**config.mk**
```make
export PLATFORM = sky130hd
export DESIGN_NAME = sgf_mult_norm_round
export DESIGN_NICKNAME = d
export VERILOG_FILES = /design/src/rtl/sgf_mult_norm_round.sv
export SDC_FILE = /design/constraint.sdc
export NUM_CORES = 1
export LEC_CHECK = 0
export ABC_CLOCK_PERIOD_IN_PS = 4400
export BUFFER_PORTS_ARGS = -buffer_cell sky130_fd_sc_hd__buf_4
export CORE_UTILIZATION = 57
export DETAILED_ROUTE_END_ITERATION = 8
export GPL_TIMING_DRIVEN = 0
export PLACE_DENSITY = 0.88
export SLEW_MARGIN = 5
export SYNTH_ARGS = -nofsm -noshare
export SYNTH_HDL_FRONTEND = slang
export SYNTH_SLANG_ARGS = --single-unit
```
**constraint.sdc**
```tcl
create_clock -name clk -period 4.4 [get_ports clk]
set_input_delay 0.88 -clock clk [delete_from_list [all_inputs] [get_ports clk]]
set_output_delay 0.88 -clock clk [all_outputs]
set_load 0.02 [all_outputs]
```
**src/rtl/sgf_mult_norm_round.sv**
```systemverilog
// Two-stage normalize/round pipeline for the raw significand product of the FPU multiplier.
// Stage 1 normalizes and extracts guard/sticky; stage 2 rounds and reports exponent/status flags.
module sgf_mult_norm_round #(
  parameter int SW = 54
) (
  input  logic            clk,
  input  logic            rst,
  input  logic            in_valid_i,
  output logic            in_ready_o,
  input  logic [2*SW-1:0] product_i,
  input  logic            sign_i,
  input  logic [1:0]      rm_i,
  output logic            out_valid_o,
  input  logic            out_ready_i,
  output logic [SW-2:0]   mant_o,
  output logic            exp_adj_o,
  output logic            inexact_o,
  output logic            unnorm_o
);

  localparam logic [1:0] RM_RNE = 2'b00;
  localparam logic [1:0] RM_RZ  = 2'b01;
  localparam logic [1:0] RM_RUP = 2'b10;
  localparam logic [1:0] RM_RDN = 2'b11;

  // Handshake / advance control
  logic s1_valid_reg;
  logic s2_valid_reg;
  logic s1_load;
  logic s2_load;

  assign s2_load    = ~s2_valid_reg | out_ready_i;
  assign s1_load    = ~s1_valid_reg | s2_load;
  assign in_ready_o = s1_load;

  // Stage 1: normalization of the incoming product
  logic          n_next;
  logic [SW-1:0] kept_next;
  logic          g_next;
  logic          s_next;
  logic          unnorm_next;

  always_comb begin
    n_next      = product_i[2*SW-1];
    unnorm_next = (product_i[2*SW-1:2*SW-2] == 2'b00);
    if (n_next) begin
      kept_next = product_i[2*SW-1:SW];
      g_next    = product_i[SW-1];
      s_next    = |product_i[SW-2:0];
    end else begin
      kept_next = product_i[2*SW-2:SW-1];
      g_next    = product_i[SW-2];
      s_next    = |product_i[SW-3:0];
    end
  end

  logic          s1_n_reg;
  logic [SW-1:0] s1_kept_reg;
  logic          s1_g_reg;
  logic          s1_s_reg;
  logic          s1_sign_reg;
  logic [1:0]    s1_rm_reg;
  logic          s1_unnorm_reg;

  always_ff @(posedge clk or negedge rst) begin
    if (!rst) begin
      s1_valid_reg  <= 1'b0;
      s1_n_reg      <= 1'b0;
      s1_kept_reg   <= '0;
      s1_g_reg      <= 1'b0;
      s1_s_reg      <= 1'b0;
      s1_sign_reg   <= 1'b0;
      s1_rm_reg     <= RM_RNE;
      s1_unnorm_reg <= 1'b0;
    end else begin
      if (s1_load) begin
        s1_valid_reg <= in_valid_i;
      end
      if (s1_load && in_valid_i) begin
        s1_n_reg      <= n_next;
        s1_kept_reg   <= kept_next;
        s1_g_reg      <= g_next;
        s1_s_reg      <= s_next;
        s1_sign_reg   <= sign_i;
        s1_rm_reg     <= rm_i;
        s1_unnorm_reg <= unnorm_next;
      end
    end
  end

  // Stage 2: rounding increment and carry-out
  logic          inc;
  logic          carry;
  logic [SW-2:0] mant_next;
  logic          exp_adj_next;
  logic          inexact_next;

  always_comb begin
    inc = 1'b0;
    unique case (s1_rm_reg)
      RM_RNE:  inc = s1_g_reg & (s1_s_reg | s1_kept_reg[0]);
      RM_RZ:   inc = 1'b0;
      RM_RUP:  inc = ~s1_sign_reg & (s1_g_reg | s1_s_reg);
      RM_RDN:  inc = s1_sign_reg & (s1_g_reg | s1_s_reg);
      default: inc = 1'b0;
    endcase
  end

  // Carry out of kept+inc only happens for an all-ones kept field, in which case the
  // truncated fraction sum wraps to zero exactly as a forced-zero mantissa would.
  always_comb begin
    carry        = inc & (&s1_kept_reg);
    mant_next    = s1_kept_reg[SW-2:0] + {{(SW-2){1'b0}}, inc};
    exp_adj_next = s1_n_reg | carry;
    inexact_next = s1_g_reg | s1_s_reg;
  end

  logic [SW-2:0] s2_mant_reg;
  logic          s2_exp_adj_reg;
  logic          s2_inexact_reg;
  logic          s2_unnorm_reg;

  always_ff @(posedge clk or negedge rst) begin
    if (!rst) begin
      s2_valid_reg   <= 1'b0;
      s2_mant_reg    <= '0;
      s2_exp_adj_reg <= 1'b0;
      s2_inexact_reg <= 1'b0;
      s2_unnorm_reg  <= 1'b0;
    end else begin
      if (s2_load) begin
        s2_valid_reg <= s1_valid_reg;
      end
      if (s2_load && s1_valid_reg) begin
        s2_mant_reg    <= mant_next;
        s2_exp_adj_reg <= exp_adj_next;
        s2_inexact_reg <= inexact_next;
        s2_unnorm_reg  <= s1_unnorm_reg;
      end
    end
  end

  assign out_valid_o = s2_valid_reg;
  assign mant_o      = s2_mant_reg;
  assign exp_adj_o   = s2_exp_adj_reg;
  assign inexact_o   = s2_inexact_reg;
  assign unnorm_o    = s2_unnorm_reg;

endmodule
```
==> results.yml <==
synth:
  syn-num-nets: 801
  ys_types: 44
  synth_enable_flop_cells: 0
  syn_inst: 683
  ys_seq_area_frac: 0.471
  synth_flop_cell: "dfrtp_1"
  yosysWarnings: 0
  async_flop_share: 1.00
  netlist_area_mm2: 0.00632
  syn_area_per_cell_um2: 9.26
  ys_seq_elements: 119
timing:
  rsz0062_at_grt: "false"
  slew_headroom: 0.387
  setup_viol: 0
  worst_pin_slew_ps: 920
  finalCritPeriodShare: 0.683
  setup_tns_ps: 0
  drv_slew: 0
  fin_crit_ps: 3010
  fmax_mhz: 333
  hold_viol: 0
  layout_setup_ws_ps: 1390
  clock_skew_ps: 9.50
setup_path:
  endpoint: "mant_o[43]"
  crit_start: "s1_kept_reg[0]"
  worstSetupEndpointType: "register"
  worstSetupPathDepth: 10
  cpPeakStageDelay_ps: 550
  worstPathArrival_ps: 3420
  critPathBufInv: 1
  cp-start-kind: "register"
  path_max_fanout: 8
  r2r-start: "s1_kept_reg[0]"
  critPathRequiredTime_ps: 4810
  timing.rr.end: "mant_o[43]"
  worst_path_max_delay_cell: "nor4_1"
  reg2reg_slack_ps: 1390
  crit_family: "simple AND/OR/NAND/NOR gates"
  critPathKind: "reg -> reg"
  reg2reg_depth: 10
  path_cells: "o21a_1 -> nor2_1 -> nor3_1 -> ha_1 -> and2_1 -> clkbuf_1 -> nand4_1 -> nor4_1 -> mux2i_1 -> nand2_1"
grt:
  antenna_found_initial: 1
  use_met2: 0.624
  grtUsageTotal: 0.359
  grt_pass1_vias: 6412
  use_met1: 0.419
  grt_max_degree: 89
  grt_pass1_wl_um: 31300
  grt-ovfl-total: 0
  grt-busiest-layer: "met2"
  met3_usage: 0.0866
final_layout:
  nNetsFinal: 992
  antenna_cells: 0
  drive_gt1_frac: 0.252
  largest_register_ffs: 54
  layout_commonest_cell: "buf_4"
  stdcell_area_mm2: 0.00843
  area_delta_synth_final_pct: 33.2
  final_cell_mix: "buf_4, nand2_1, dfrtp_1"
routing:
  wl_um: 19700
  first_pass_iters: 5
  wl_per_cell_um: 19.2
  via_per_inst: 6.13
  drc_errors: 0
  drt_iter0_drc: 444
  ant_nets: 0
  vias: 6290
floorplanning:
  fp.coreArea_mm2: 0.0108
  start_util: 0.583
  pin_count: 173
  num_rows: 38
  fp.dieArea_mm2: 0.0115
  dieHeight_um: 107
  die_w_um: 107
power:
  powerDensity_mw_per_mm2: 451
  vdd_ir_drop_max_mv: 0.285
  leakagePower_nw: 3.85
job:
  cap_viol_max_count: 0
placement:
  io_buffer_count: 171
  pre_cts_ws_ps: 1490
  dpl.hpwl_um: 14100
  place.gp.congestion: 0.866
  dpl_cell_area_mm2: 0.00782
clock_tree:
  cts_sinks: 119
  insertion_delay_ps: 530
  cts_max_path_buffers: 2
  hold_buffers: 0
  cts_resized: 0
  root_buffer: "clkbuf_8"
  cts-htree-levels: 4
  path_clk_slew_ps: 60
  cts-buffers-inserted: 17
  cts_tree: "yes"
  post_cts_buffers: 0
run_status:
  status: "finished, final reports clean"
hold_path:
  hold_path.class: "in -> async"
## cell usage after synthesis (all sizes together) (2+ instances only)
master  number  area share
and3        12       0.012
ha           3      0.0059
xor2        11       0.015
nand3b       3      0.0036
nand2b       4      0.0040
dfrtp      119        0.47
o21a         2      0.0024
or3          5      0.0057
nand2      129       0.078
o31ai        6      0.0071
nor4        26       0.027
buf         11       0.010
nor2        26       0.015
clkbuf      32       0.019
inv          6      0.0036
nand3       23       0.018
a31oi       13       0.013
nand4       23       0.028
mux2         4      0.0071
xnor2       25       0.035
nor3        13       0.010
and2         9      0.0089
a21o         3      0.0036
or4          7      0.0083
o21ai       94       0.074
mux2i       57       0.090
and4        11       0.016
## logic make-up (layout without fill, tap and decap cells)
logic type	after synthesis	count (layout)	synth area share
buffers and inverters	49	252	0.0328
adder cells (fa/ha/maj)	3	3	0.00594
multiplexers	61	61	0.0973
AO/OA/AOI/OAI	122	122	0.105
flip-flops	119	119	0.471
XOR/XNOR	36	36	0.0499
AND/OR/NAND/NOR	293	293	0.238
## worst reg2reg max path, stage by stage (launching register included)
cell,delay (ps)
dfrtp_1,420
o21a_1,150
nor2_1,40
nor3_1,270
ha_1,210
and2_1,120
clkbuf_1,380
nand4_1,440
nor4_1,550
mux2i_1,240
nand2_1,70
## stage by stage
| stage | hold slack [ps] | power, mW | cells | util |
|---|---|---|---|---|
| 2_1_floorplan | 439 | 1.90 | 683 | - |
| 3_3_place_gp | 460 | 2.30 | 994 | 0.718 |
| 3_5_place_dp | 463 | 2.34 | 995 | 0.721 |
| 4_1_cts | 231 | 3.79 | 1026 | 0.777 |
| 5_1_grt | 232 | 3.95 | 1026 | 0.777 |
| 6_report | 227 | 3.80 | 1026 | 0.777 |
## metal layers
| metal | vias up | part of all wire | routed length, um |
|---|---|---|---|
| li1 | 2821 | - | - |
| met1 | 3027 | 0.38 | 7490 |
| met2 | 364 | 0.50 | 9910 |
| met3 | 76 | 0.078 | 1540 |
| met4 | 2 | 0.035 | 697 |
| met5 | - | 0.00066 | 13 |
## worst min-delay path by stage
stage,from,end,slack [ps]
2_1_floorplan,s1_unnorm_reg,unnorm_o,440
3_3_place_gp,s1_unnorm_reg,s1_unnorm_reg,460
3_5_place_dp,mant_o[45],mant_o[45],460
4_1_cts,rst,s1_sign_reg,230
5_1_grt,rst,s1_sign_reg,230
6_report,rst,s1_sign_reg,230
## report_power, final
part           switching [mW]  leakage, nW  total [mW]  internal [mW]
Combinational           0.481         2.09       0.859          0.378
Clock                   0.496        0.301        1.45          0.958
Sequential              0.198         1.45        1.49           1.29
## layout make-up
| cell class | count | area [um2] |
|---|---|---|
| Clock inverter | 9 | 148 |
| Fill cell | 728 | 2410 |
| Timing Repair Buffer | 172 | 1320 |
| Inverter | 6 | 22.5 |
| Buffer | 43 | 185 |
| Clock buffer | 22 | 463 |
| Tap cell | 140 | 175 |
| Sequential cell | 119 | 2980 |
| Multi-Input combinational cell | 515 | 3140 |
Note: power is estimated with default switching activity, not from simulation.
